$ cat src/rtl/dino_pkg.sv
// Shared definitions for the dino game pipeline stages.
// Used by the collision controller and the cactus generator.
package dino_pkg;

  typedef enum logic [1:0] {
    IDLE = 2'd0,
    RUN  = 2'd1,
    OVER = 2'd2
  } state_e;

  localparam logic [9:0] H_VIS       = 10'd640;
  localparam logic [8:0] V_VIS       = 9'd480;
  localparam logic [8:0] CACTUS_ROW0 = 9'd344;

  function automatic logic in_vis(
    input logic [8:0] row,
    input logic [9:0] col
  );
    return (col < H_VIS) && (row < V_VIS);
  endfunction

endpackage

$ cat src/rtl/collision_ctrl_if.sv
// Pixel/scan inputs and game-state outputs of the collision stage.
// master drives the scan side, slave is the controller.
interface collision_ctrl_if;

  logic        START;
  logic        fresh;
  logic [8:0]  row_addr;
  logic [9:0]  col_addr;
  logic        cactus_px;
  logic        dino_px;
  logic        game_status;
  logic [3:0]  speed;
  logic [15:0] score;
  logic        game_over;
  logic        hit;

  modport master (
    output START, fresh, row_addr, col_addr,
    output cactus_px, dino_px,
    input  game_status, speed, score,
    input  game_over, hit
  );

  modport slave (
    input  START, fresh, row_addr, col_addr,
    input  cactus_px, dino_px,
    output game_status, speed, score,
    output game_over, hit
  );

endinterface

$ cat src/rtl/fresh_edge.sv
// Frame boundary detector: one-cycle pulse on the
// falling edge of the frame strobe.
module fresh_edge (
  input  logic clk,
  input  logic rst,
  input  logic fresh_i,
  output logic fe_o
);

  logic fresh_q;

  always_ff @(posedge clk or posedge rst) begin
    if (rst) fresh_q <= 1'b0;
    else     fresh_q <= fresh_i;
  end

  assign fe_o = fresh_q & ~fresh_i;

endmodule

$ cat src/rtl/collision_ctrl.sv
// Game control: overlap detection, IDLE/RUN/OVER FSM,
// per-frame score and scroll speed.
module collision_ctrl
  import dino_pkg::*;
#(
  parameter logic [3:0]  SPEED_INIT = 4'd2,
  parameter logic [3:0]  SPEED_MAX  = 4'd12,
  parameter logic [9:0]  SPEED_STEP = 10'd600,
  parameter logic [3:0]  SCORE_DIV  = 4'd6,
  parameter int unsigned PX_LAT     = 1
) (
  input logic             clk,
  input logic             RESET,
  collision_ctrl_if.slave bus
);

  state_e      state_q, state_d;
  logic        hit_q, hit_d;
  logic [15:0] score_q, score_d;
  logic [3:0]  speed_q, speed_d;
  logic [3:0]  div_q, div_d;
  logic [9:0]  frm_q, frm_d;
  logic        run_q, run_d;
  logic        over_q, over_d;
  logic [PX_LAT-1:0] vis_q;

  logic fe;
  logic vis_dly;
  logic ov;
  logic entry;
  logic clean_fe;

  fresh_edge u_fresh_edge (
    .clk     (clk),
    .rst     (RESET),
    .fresh_i (bus.fresh),
    .fe_o    (fe)
  );

  // Visibility follows the address, delayed to line up with the pixels
  always_ff @(posedge clk or posedge RESET) begin
    if (RESET) begin
      vis_q <= '0;
    end else begin
      vis_q[0] <= in_vis(bus.row_addr, bus.col_addr);
      for (int i = 1; i < PX_LAT; i++)
        vis_q[i] <= vis_q[i-1];
    end
  end

  assign vis_dly = vis_q[PX_LAT-1];
  assign ov      = bus.cactus_px & bus.dino_px & vis_dly;

  always_ff @(posedge clk or posedge RESET) begin
    if (RESET) begin
      state_q <= IDLE;
      hit_q   <= 1'b0;
      score_q <= '0;
      speed_q <= SPEED_INIT;
      div_q   <= '0;
      frm_q   <= '0;
      run_q   <= 1'b0;
      over_q  <= 1'b0;
    end else begin
      state_q <= state_d;
      hit_q   <= hit_d;
      score_q <= score_d;
      speed_q <= speed_d;
      div_q   <= div_d;
      frm_q   <= frm_d;
      run_q   <= run_d;
      over_q  <= over_d;
    end
  end

  // START outranks a coincident frame edge outside RUN
  always_comb begin
    state_d = state_q;
    unique case (state_q)
      IDLE, OVER: if (bus.START) state_d = RUN;
      RUN:        if (fe && (hit_q || ov)) state_d = OVER;
      default:    state_d = IDLE;
    endcase
  end

  assign entry    = (state_q != RUN) && bus.START;
  assign clean_fe = (state_q == RUN) && fe && !(hit_q || ov);

  always_comb begin
    run_d   = (state_d == RUN);
    over_d  = (state_d == OVER);
    hit_d   = 1'b0;
    score_d = score_q;
    speed_d = speed_q;
    div_d   = div_q;
    frm_d   = frm_q;
    if (entry) begin
      score_d = '0;
      speed_d = SPEED_INIT;
      div_d   = '0;
      frm_d   = '0;
    end else if (state_q == RUN) begin
      hit_d = fe ? 1'b0 : (hit_q | ov);
      if (clean_fe) begin
        if (div_q == SCORE_DIV - 4'd1) begin
          div_d = '0;
          if (score_q != 16'hFFFF)
            score_d = score_q + 16'd1;
        end else begin
          div_d = div_q + 4'd1;
        end
        if (frm_q == SPEED_STEP - 10'd1) begin
          frm_d = '0;
          if (speed_q < SPEED_MAX)
            speed_d = speed_q + 4'd1;
        end else begin
          frm_d = frm_q + 10'd1;
        end
      end
    end
  end

  assign bus.game_status = run_q;
  assign bus.game_over   = over_q;
  assign bus.hit         = hit_q;
  assign bus.score       = score_q;
  assign bus.speed       = speed_q;

endmodule

$ cat src/flat_wrapper.sv
// flat-port wrapper written by rule: the top's interface ports become plain ports
module collision_ctrl_flat import dino_pkg::*;
#(
  parameter logic [3:0]  SPEED_INIT = 4'd2,
  parameter logic [3:0]  SPEED_MAX  = 4'd12,
  parameter logic [9:0]  SPEED_STEP = 10'd600,
  parameter logic [3:0]  SCORE_DIV  = 4'd6,
  parameter int unsigned PX_LAT     = 1
)
  (clk, RESET, bus_START, bus_fresh, bus_row_addr, bus_col_addr, bus_cactus_px, bus_dino_px, bus_game_status, bus_speed, bus_score, bus_game_over, bus_hit);
  collision_ctrl_if bus_i ();
  input logic clk;
  input logic RESET;
  input wire logic [$bits(bus_i.START)-1:0] bus_START;
  input wire logic [$bits(bus_i.fresh)-1:0] bus_fresh;
  input wire logic [$bits(bus_i.row_addr)-1:0] bus_row_addr;
  input wire logic [$bits(bus_i.col_addr)-1:0] bus_col_addr;
  input wire logic [$bits(bus_i.cactus_px)-1:0] bus_cactus_px;
  input wire logic [$bits(bus_i.dino_px)-1:0] bus_dino_px;
  output wire logic [$bits(bus_i.game_status)-1:0] bus_game_status;
  output wire logic [$bits(bus_i.speed)-1:0] bus_speed;
  output wire logic [$bits(bus_i.score)-1:0] bus_score;
  output wire logic [$bits(bus_i.game_over)-1:0] bus_game_over;
  output wire logic [$bits(bus_i.hit)-1:0] bus_hit;
  assign bus_i.START = bus_START;
  assign bus_i.fresh = bus_fresh;
  assign bus_i.row_addr = bus_row_addr;
  assign bus_i.col_addr = bus_col_addr;
  assign bus_i.cactus_px = bus_cactus_px;
  assign bus_i.dino_px = bus_dino_px;
  assign bus_game_status = bus_i.game_status;
  assign bus_speed = bus_i.speed;
  assign bus_score = bus_i.score;
  assign bus_game_over = bus_i.game_over;
  assign bus_hit = bus_i.hit;
  collision_ctrl #(.SPEED_INIT(SPEED_INIT), .SPEED_MAX(SPEED_MAX), .SPEED_STEP(SPEED_STEP), .SCORE_DIV(SCORE_DIV), .PX_LAT(PX_LAT)) u_core (.clk(clk), .RESET(RESET), .bus(bus_i));
endmodule
$ cat config.mk
export PLATFORM = sky130hd
export DESIGN_NAME = collision_ctrl_flat
export DESIGN_NICKNAME = d
export VERILOG_FILES = /design/src/rtl/dino_pkg.sv /design/src/rtl/collision_ctrl_if.sv /design/src/rtl/fresh_edge.sv /design/src/rtl/collision_ctrl.sv /design/src/flat_wrapper.sv
export SDC_FILE = /design/constraint.sdc
export NUM_CORES = 1
export LEC_CHECK = 0
export CORE_UTILIZATION = 50
export CTS_CLUSTER_SIZE = 14
export DETAILED_ROUTE_END_ITERATION = 8
export PLACE_DENSITY = 0.79
export SLEW_MARGIN = 20
export SYNTH_ARGS = -nofsm -noshare
export SYNTH_HDL_FRONTEND = slang
export SYNTH_SLANG_ARGS = --single-unit
$ cat constraint.sdc
create_clock -name clk -period 3.4 [get_ports clk]
set_input_delay 0.51 -clock clk [delete_from_list [all_inputs] [get_ports clk]]
set_output_delay 0.51 -clock clk [all_outputs]
set_load 0.01 [all_outputs]
# After elaboration in Yosys (flattened, before gate mapping)
# Index checks and enable logic that the tools add are counted.
# word_totals
regBits	41
in_bits	25
out_inout_bits	23
wordCells	72
# classes
addsub	4
n_lt_le_gt_ge	3
n_eq_ne	8
mux	24
n_bitwise	5
n_reduce_logical	18
# ops
operator	n
2-to-1 mux 16 bit	5
2-to-1 mux 10 bit	4
2-to-1 mux 4 bit	9
adder 16 x 1 -> 16 bit, second input constant	1
!= test 16 bit, second input constant	1
nonzero test 2 bit	6
adder 10 x 1 -> 10 bit, second input constant	1
== test 10 bit, second input constant	1
less-than comparator 10 bit, second input constant	1
less-than comparator 9 bit, second input constant	1
adder 4 x 1 -> 4 bit, second input constant	2
AND reduction 4 bit	2
logical AND 1 bit	5
== test 2 x 1 -> 1 bit, second input constant	2
== test 2 bit, second input constant	2
== test 4 x 3 -> 1 bit, second input constant	1
less-than comparator 4 bit, second input constant	1
2-to-1 mux 2 bit	2
case mux 2 bit (2 select lines)	1
bitwise AND 1 bit	3
2-to-1 mux 1 bit	3
logical NOT 2 bit	1
!= test 2 x 1 -> 1 bit, second input constant	1
AND reduction 2 bit	1
5 further kinds	5

# Depth between registers and ports, before layout
# Gate-level depths: netlist of the first run.
# logic_depth
word_depth	8
mapped_depth	8
mapped_depth_nobuf	7

# Cells and area by module
# From an unflattened synthesis of the first run, not the netlist that was laid out.
# unflattened
hier_cells	232
area_unflattened_um2	2184.6
# modules_own_cells
mod	n_inst	cells_per_inst	area_per_inst_um2
collision_ctrl	1	229	2142.1
fresh_edge	1	3	42.5

# Worst setup path before layout of the first run
# No wires, ideal clock.
# synth_timing
kind	register to register
from	register u_core.score_q[0] (netlist: u_core.bus.score[0])
to	register u_core.score_q[1] (netlist: u_core.bus.score[1])
setup_time_ns	0.079
arrival_time_ns	2.010
required_time_ns	3.321
setup_slack_ns	1.311
path_stages_with_launch	9
cell_sequence	dfrtp_1 > ha_1 > nand3_2 > or3_1 > buf_6 > or4_4 > buf_6 > nand2b_4 > mux2i_1
# synth_via
elab_chain_cells	6
# synth_rtl
item	line	rtl
start, declared	collision_ctrl.sv:19	logic [15:0] score_q, score_d;
start signal, assigned	collision_ctrl.sv:67	score_q <= score_d;
adder 16 x 1 -> 16 bit	collision_ctrl.sv:108	score_d = score_q + 16'd1;
2-to-1 mux 16 bit	collision_ctrl.sv:107	if (score_q != 16'hFFFF)
2-to-1 mux 16 bit	collision_ctrl.sv:105	if (div_q == SCORE_DIV - 4'd1) begin
2-to-1 mux 16 bit	collision_ctrl.sv:104	if (clean_fe) begin
2-to-1 mux 16 bit	collision_ctrl.sv:102	end else if (state_q == RUN) begin
2-to-1 mux 16 bit	collision_ctrl.sv:97	if (entry) begin
# Parallel ways exist; a longest one is shown, timed or not. The select of a mux whose other input is x is not followed.
# A chain may end at the register's enable or synchronous reset.

# Final worst setup path of the first run
# layout_timing
from	input bus_cactus_px
to	register u_core.score_q[11] (netlist: u_core.bus.score[11])
# layout_via
elab_chain_cells	7
# layout_rtl
item	line	rtl
start, declared	flat_wrapper.sv:18	input wire logic [$bits(bus_i.cactus_px)-1:0] bus_cactus_px;
bitwise AND 1 bit (2 in series)	collision_ctrl.sv:52	assign ov = bus.cactus_px & bus.dino_px & vis_dly;
logical OR 1 bit	collision_ctrl.sv:87	assign clean_fe = (state_q == RUN) && fe && !(hit_q || ov);
logical NOT 1 bit	collision_ctrl.sv:87	
logical AND 1 bit	collision_ctrl.sv:87	
nonzero test 2 bit (no line)	-	
AND reduction 4 bit (no line)	-	
# Every way passes these cells.

==> impl_metrics.csv, run 1 <==
group,metric,value,unit
worst_hold_path,min-delay-start,"u_core.bus.speed[1]",
synth,synth.distinct_cells,51,
setup_path,end_kind,"register",
timing,final_hold_viol_count,0,
timing,setup_viol,0,
final_layout,nNetsFinal,286,
synth,synth_compound_area_share,13.3,%
cts,cts_sinks,41,
setup_path,crit_buf_inv,1,
cts,htree_levels,2,
synth,synth-seq-cells,41,
floorplanning,fp.coreArea,4120,sq um
setup_path,critPathSlowestCell,"or4_1",
routing,wl_met3,201,um
global_routing,grt_pass1_wl,7690,um
floorplanning,num_rows,23,
timing,timing.setup.tns,0,ns
synth,ys_warn_count,0,
worst_hold_path,hold_path.class,"register to register",
cts,clk_pin_slew,0.08,ns
floorplanning,die_width,68.2,um
synth,synthAdderAreaFrac,2.86,%
routing,met1_length,2100,um
timing,grt_setup_unrepaired,"false",
synth,netlist_instances,220,
floorplanning,die-area,4650,sq um
timing,slew_viol_final,0,
timing,timing.final.crit_share,70.6,%
global_routing,antenna_found_initial,0,
routing,top_layer,"met4",
setup_path,path_delay_family,"simple AND/OR/NAND/NOR gates",
final_layout,diodes,0,
worst_hold_path,hold_depth,2,
setup_path,cp.arrival,2.56,ns
worst_hold_path,min_to,"u_core.bus.speed[1]",
floorplanning,start_util,53.2,%
pwr,ir_drop,0.000237,V
synth,ys_seq_area_share,46.9,%
routing,wl_per_cell,14.6,um
synth,synthMuxAreaShare,3.43,%
timing,worst_slew_pin_slew,0.560,ns
pwr,p_per_area,408,nW/um^2
timing,relSlewSlack,62.3,%
routing,dr_total_vias,1858,
routing,wl_met2,2090,um
routing,drtIter0Drc,143,
cts,root_buffer,"clkbuf_8",
final_layout,syn2layout_area_growth,21.2,%
setup_path,reg2reg_to,"u_core.bus.score[1]",
routing,ant_nets,0,
synth,synth-edff-count,0,
floorplanning,die_h,68.2,um
routing,post_drt_via_cell_ratio,6.05,
global_routing,overflow,0,
cts,clk_path_buf_depth,2,
global_routing,grt_pass1_vias,1699,
cts,clock_latency,0.30,ns
timing,max_freq,417,MHz
setup_path,r2r_cells,6,
cts,post_cts_resized,0,
cts,cts_buffers,5,
timing,finalCriticalPeriod,2.40,ns
placement,place_hpwl,3050,um
flow_run,maxCapViolCount,0,
setup_path,path_cells,"clkdlybuf4s50_1 > a31oi_1 > nand2_2 > or4_1 > o211ai_1 > o311ai_0",
setup_path,start_kind,"primary input",
setup_path,path_class,"primary input to register",
setup_path,cp.required,3.56,ns
pwr,p_leak,1.08,nW
floorplanning,io_pins,48,
routing,routed_wirelength,4480,um
final_layout,drive_above_1_share,8.95,%
cts,cts_hold_buffers,0,
synth,netlist_area,2190,sq um
run_status,outcome,"finished clean",
synth,synth_flop_cell,"dfrtp_1",
synth,synth-simple-area-share,28.1,%
synth,synth_xor_area_share,2.00,%
global_routing,track_usage,22.5,%
final_layout,fillers,344,
setup_path,rrSetupSlack,1.22,ns
cts,cts_tree,"yes",
placement,numPortBuffers,35,
synth,synth_nets,250,
placement,place_congestion,0.801,
routing,first_pass_iters,4,
setup_path,crit_fanout,12,
timing,whs,0.509,ns
cts,cts_setup_buffers,0,
setup_path,max_stage_delay,0.66,ns
synth,async_reset_ff_share,100,%
timing,clock_skew,0.00597,ns
synth,syn_area_per_cell,9.95,sq um
setup_path,rr_startpoint,"u_core.bus.score[0]",
synth,synth_top_family_by_area,"simple AND/OR/NAND/NOR gates",
routing,drc_errors,0,
global_routing,grt_max_degree,42,
cell usage in the layout (no fill, tap or decap), types with 2 or more instances in the layout:
cell type,count
a22o_1,3
nand2b_1,4
a31oi_1,3
o21ai_0,6
nor2b_1,2
o211ai_1,8
dfrtp_1,40
clkbuf_1,3
mux2_2,4
inv_1,6
a41oi_1,2
mux2i_1,3
nand3_1,16
or3_1,6
nor2_1,14
xor2_1,4
a21oi_1,11
and2_1,4
nor3b_1,3
buf_4,3
clkdlybuf4s50_1,35
and3_1,3
or4_1,4
and4_1,3
ha_1,5
nand4_1,4
nand2_1,20
nor3_1,7
or2_2,2
o311ai_0,4
clkbuf_8,5
layout make-up:
| type | instances | area, sq um | share of cell area, % |
|---|---|---|---|
| Sequential cell | 41 | 1030 | 38.7 |
| Timing Repair Buffer | 38 | 373 | 14.0 |
| Inverter | 6 | 22.5 | 0.849 |
| Multi-Input combinational cell | 164 | 1090 | 41.0 |
| Tap cell | 50 | 62.6 | 2.36 |
| Clock buffer | 8 | 80.1 | 3.02 |
through the flow:
stage / cell area [sq um] / utilization (%) / worst slack, ns / power, mW / cells
2_1_floorplan: 2190 / - / 1.31 / 0.706 / 220
3_3_place_gp: 2570 / 62.5 / 0.735 / 0.766 / 299
3_5_place_dp: 2570 / 62.5 / 0.670 / 0.774 / 299
4_1_cts: 2650 / 64.5 / 0.990 / 1.09 / 307
5_1_grt: 2650 / 64.5 / 0.823 / 1.14 / 307
6_report: 2650 / 64.5 / 1.00 / 1.08 / 307
flip-flops by register name (all words and copies together) (netlist names):
register / cells
u_core.vis_dly: 1
u_core.div_q: 4
u_core.bus.game_over: 1
u_core.bus.score: 16
u_core.u_fresh_edge.fresh_q: 1
u_core.bus.game_status: 1
u_core.frm_q: 10
u_core.bus.hit: 1
u_core.state_q: 2
u_core.bus.speed: 4
where the power goes:
group          total (mW)  internal, mW  switching (mW)
clock               0.314         0.146           0.168
sequential          0.572         0.529          0.0429
combinational       0.195        0.0902           0.105
total                1.08         0.766           0.316
synthesized netlist by cell type (4+ instances only):
cell | number | area share (%)
nor3_1 | 7 | 1.6
a21oi_1 | 11 | 2.5
nor2_1 | 14 | 2.4
inv_1 | 6 | 1.0
ha_1 | 5 | 2.9
xor2_1 | 4 | 1.6
and2_1 | 4 | 1.1
nand3_1 | 16 | 3.7
nand4_1 | 4 | 1.1
dfrtp_1 | 40 | 46
o21ai_0 | 6 | 1.4
mux2_2 | 4 | 2.1
or3_1 | 6 | 1.7
o211ai_1 | 8 | 2.7
clkbuf_1 | 4 | 0.69
or4_1 | 4 | 1.4
nand2b_1 | 4 | 1.1
o311ai_0 | 4 | 1.6
nand2_1 | 20 | 3.4
how the worst max path moves through the flow:
stage	from	to	slack [ns]	cells after the start
6_report	bus_cactus_px	u_core.bus.score[11]	1.00	6
5_1_grt	bus_cactus_px	u_core.bus.score[11]	0.82	5
4_1_cts	bus_cactus_px	u_core.bus.score[11]	0.99	6
3_5_place_dp	bus_cactus_px	u_core.bus.score[11]	0.67	6
3_3_place_gp	bus_cactus_px	u_core.bus.score[11]	0.73	6
2_1_floorplan	u_core.bus.score[0]	u_core.bus.score[1]	1.31	8
routing by layer:
layer	track usage, %	vias to the layer above
met1	28.1	895
met3	4.33	7
li1	-	892
met5	0	-
met2	37.4	64
met4	10.4	0
cell families (layout without fill, tap and decap cells):
| group | Yosys count | after routing |
|---|---|---|
| flops | 41 | 41 |
| simple gates | 104 | 104 |
| mux | 7 | 7 |
| compound gates | 43 | 43 |
| xor+xnor | 5 | 5 |
| fa+ha+maj | 5 | 5 |
| buf+inv | 15 | 52 |
worst reg2reg max path, cell delays in order, from the launching register on:
cell and delay [ns]:
dfrtp_1 0.43, ha_1 0.21, nand3_2 0.12, or3_1 0.46, or4_4 0.61, nand2b_4 0.11, mux2i_1 0.17
Power figures use the tool's default switching activity.
==> inputs of run 2 (changes only) <==
--- a/config.mk
+++ b/config.mk
@@ -5,10 +5,10 @@
 export SDC_FILE = /design/constraint.sdc
 export NUM_CORES = 1
 export LEC_CHECK = 0
-export CORE_UTILIZATION = 50
+export CORE_UTILIZATION = 45
 export CTS_CLUSTER_SIZE = 14
 export DETAILED_ROUTE_END_ITERATION = 8
-export PLACE_DENSITY = 0.79
+export PLACE_DENSITY = 0.75
 export SLEW_MARGIN = 20
 export SYNTH_ARGS = -nofsm -noshare
 export SYNTH_HDL_FRONTEND = slang
==> constraint.sdc (replaced) <==
create_clock -name clk -period 2 [get_ports clk]
set_input_delay 0.3 -clock clk [delete_from_list [all_inputs] [get_ports clk]]
set_output_delay 0.3 -clock clk [all_outputs]
set_load 0.01 [all_outputs]
==> impl_metrics.csv, run 2 (synthesis results as in run 1) <==
group,metric,value,unit
routing,dr_total_vias,1947,
routing,routed_wirelength,4660,um
cts,clk_path_buf_depth,2,
routing,first_pass_iters,4,
timing,setup_viol,0,
final_layout,drive_above_1_share,19.5,%
placement,place_congestion,0.820,
timing,grt_setup_unrepaired,"false",
placement,numPortBuffers,35,
cts,clock_latency,0.29,ns
floorplanning,fp.coreArea,4690,sq um
routing,drtIter0Drc,85,
global_routing,antenna_found_initial,0,
pwr,p_leak,1.21,nW
pwr,ir_drop,0.000291,V
timing,whs,0.348,ns
flow_run,maxCapViolCount,0,
routing,ant_nets,0,
setup_path,cp.arrival,2.09,ns
timing,finalCriticalPeriod,1.93,ns
timing,relSlewSlack,64.3,%
final_layout,final_cell_mix,"dfrtp_1, clkdlybuf4s50_1, buf_4",
global_routing,overflow,0,
final_layout,mostFrequentLayoutCell,"dfrtp_1",
final_layout,largest_reg_flops,16,
timing,clock_skew,0.00894,ns
floorplanning,start_util,46.7,%
timing,max_freq,518,MHz
setup_path,start_kind,"register",
final_layout,nNetsFinal,311,
setup_path,crit_fanout,5,
cts,root_buffer,"clkbuf_8",
timing,worst_slew_pin_slew,0.534,ns
cts,cts_sinks,41,
cts,cts_buffers,5,
floorplanning,die-area,5150,sq um
cts,clk_pin_slew,0.08,ns
global_routing,track_usage,19.2,%
cts,cts_tree,"yes",
floorplanning,io_pins,48,
floorplanning,num_rows,25,
final_layout,diodes,0,
pwr,p_per_area,649,nW/um^2
final_layout,syn2layout_area_growth,32.3,%
routing,wl_per_cell,13.9,um
floorplanning,die_width,71.8,um
routing,post_drt_via_cell_ratio,5.79,
floorplanning,die_h,71.8,um
setup_path,end_kind,"register",
global_routing,grt_pass1_vias,1750,
placement,place_hpwl,3460,um
routing,drc_errors,0,
worst_hold_path,hold_path.class,"primary input to async pin",
run_status,outcome,"finished clean",
placement,dp_slack,-0.286,ns
global_routing,grt_pass1_wl,7710,um
timing,setup_slack,0.0700,ns
cts,cts_hold_buffers,0,
setup_path,cp.required,2.16,ns
global_routing,grt_max_degree,21,
timing,final_hold_viol_count,0,
cts,htree_levels,2,
timing,timing.final.crit_share,96.5,%
timing,slew_viol_final,0,
setup_path,path_class,"register to register",
-- run 2: area by class of cell --
| class | instances | area, sq um |
|---|---|---|
| fill | 394 | 1800 |
| timing repair buffer | 63 | 586 |
| multi-input combinational | 164 | 1110 |
| inverter | 6 | 22.5 |
| clock buffer | 8 | 80.1 |
| sequential | 41 | 1030 |
| tap | 54 | 67.6 |
-- run 2: path summary, 6_finish.rpt --
kind | startpoint | endpoint | slack, ns | cells after the start
hold reg to reg | u_core.bus.speed[1] | u_core.bus.speed[1] | 0.51 | 2
setup / recovery | u_core.bus.score[0] | u_core.bus.score[11] | 0.07 | 6
min in group clk | u_core.bus.speed[1] | u_core.bus.speed[1] | 0.51 | 2
setup reg to reg | u_core.bus.score[0] | u_core.bus.score[11] | 0.07 | 6
hold / removal | RESET | u_core.bus.speed[2] | 0.35 | 2
max in group asynchronous | RESET | u_core.bus.speed[1] | 1.09 | 3
-- run 2: report_power, final --
group	leakage, nW	internal, mW	switching [mW]
sequential	0.549	0.900	0.0719
clock	0.0395	0.248	0.273
combinational	0.620	0.197	0.190
total	1.21	1.35	0.535
-- run 2: timing repair --
action	CTS	global route
gates resized for setup	1	5
pin swaps	0	1
setup buffers	0	1
endpoints found under the setup margin	4	9
-- run 2: metal layers --
| layer | part of all wire (%) | wire length [um] | track usage [%] |
|---|---|---|---|
| met1 | 48 | 2230 | 26.2 |
| met2 | 47 | 2190 | 29.7 |
| met3 | 3.3 | 153 | 3.38 |
| met4 | 1.8 | 84 | 9.37 |
| met5 | 0 | 0 | 0 |
-- run 2: stage by stage --
| step | total power, mW | std cells | setup TNS, ns | instance area [sq um] | utilization (%) |
|---|---|---|---|---|---|
| floorplan | 1.20 | 220 | -0.180 | 2190 | - |
| global placement | 1.34 | 327 | -1.39 | 2790 | 59.4 |
| detailed placement | 1.36 | 327 | -1.89 | 2790 | 59.4 |
| CTS | 1.87 | 335 | 0 | 2870 | 61.2 |
| global route | 1.98 | 336 | 0 | 2900 | 61.7 |
| finish | 1.88 | 336 | 0 | 2900 | 61.7 |
-- run 2: worst max-delay path: stages, from the launching register on --
cell and delay (ns):
dfrtp_2 0.37, buf_4 0.12, and4_1 0.22, nand4_1 0.22
or4_4 0.51, o211ai_1 0.20, o311ai_0 0.15
==> inputs of run 3 (changes only) <==
--- a/config.mk
+++ b/config.mk
@@ -6,7 +6,7 @@
 export NUM_CORES = 1
 export LEC_CHECK = 0
 export CORE_UTILIZATION = 45
-export CTS_CLUSTER_SIZE = 14
+export CTS_CLUSTER_SIZE = 30
 export DETAILED_ROUTE_END_ITERATION = 8
 export PLACE_DENSITY = 0.75
 export SLEW_MARGIN = 20
==> results of run 3 <==
The final DEF is identical to that of run 2; final timing and power are the same.
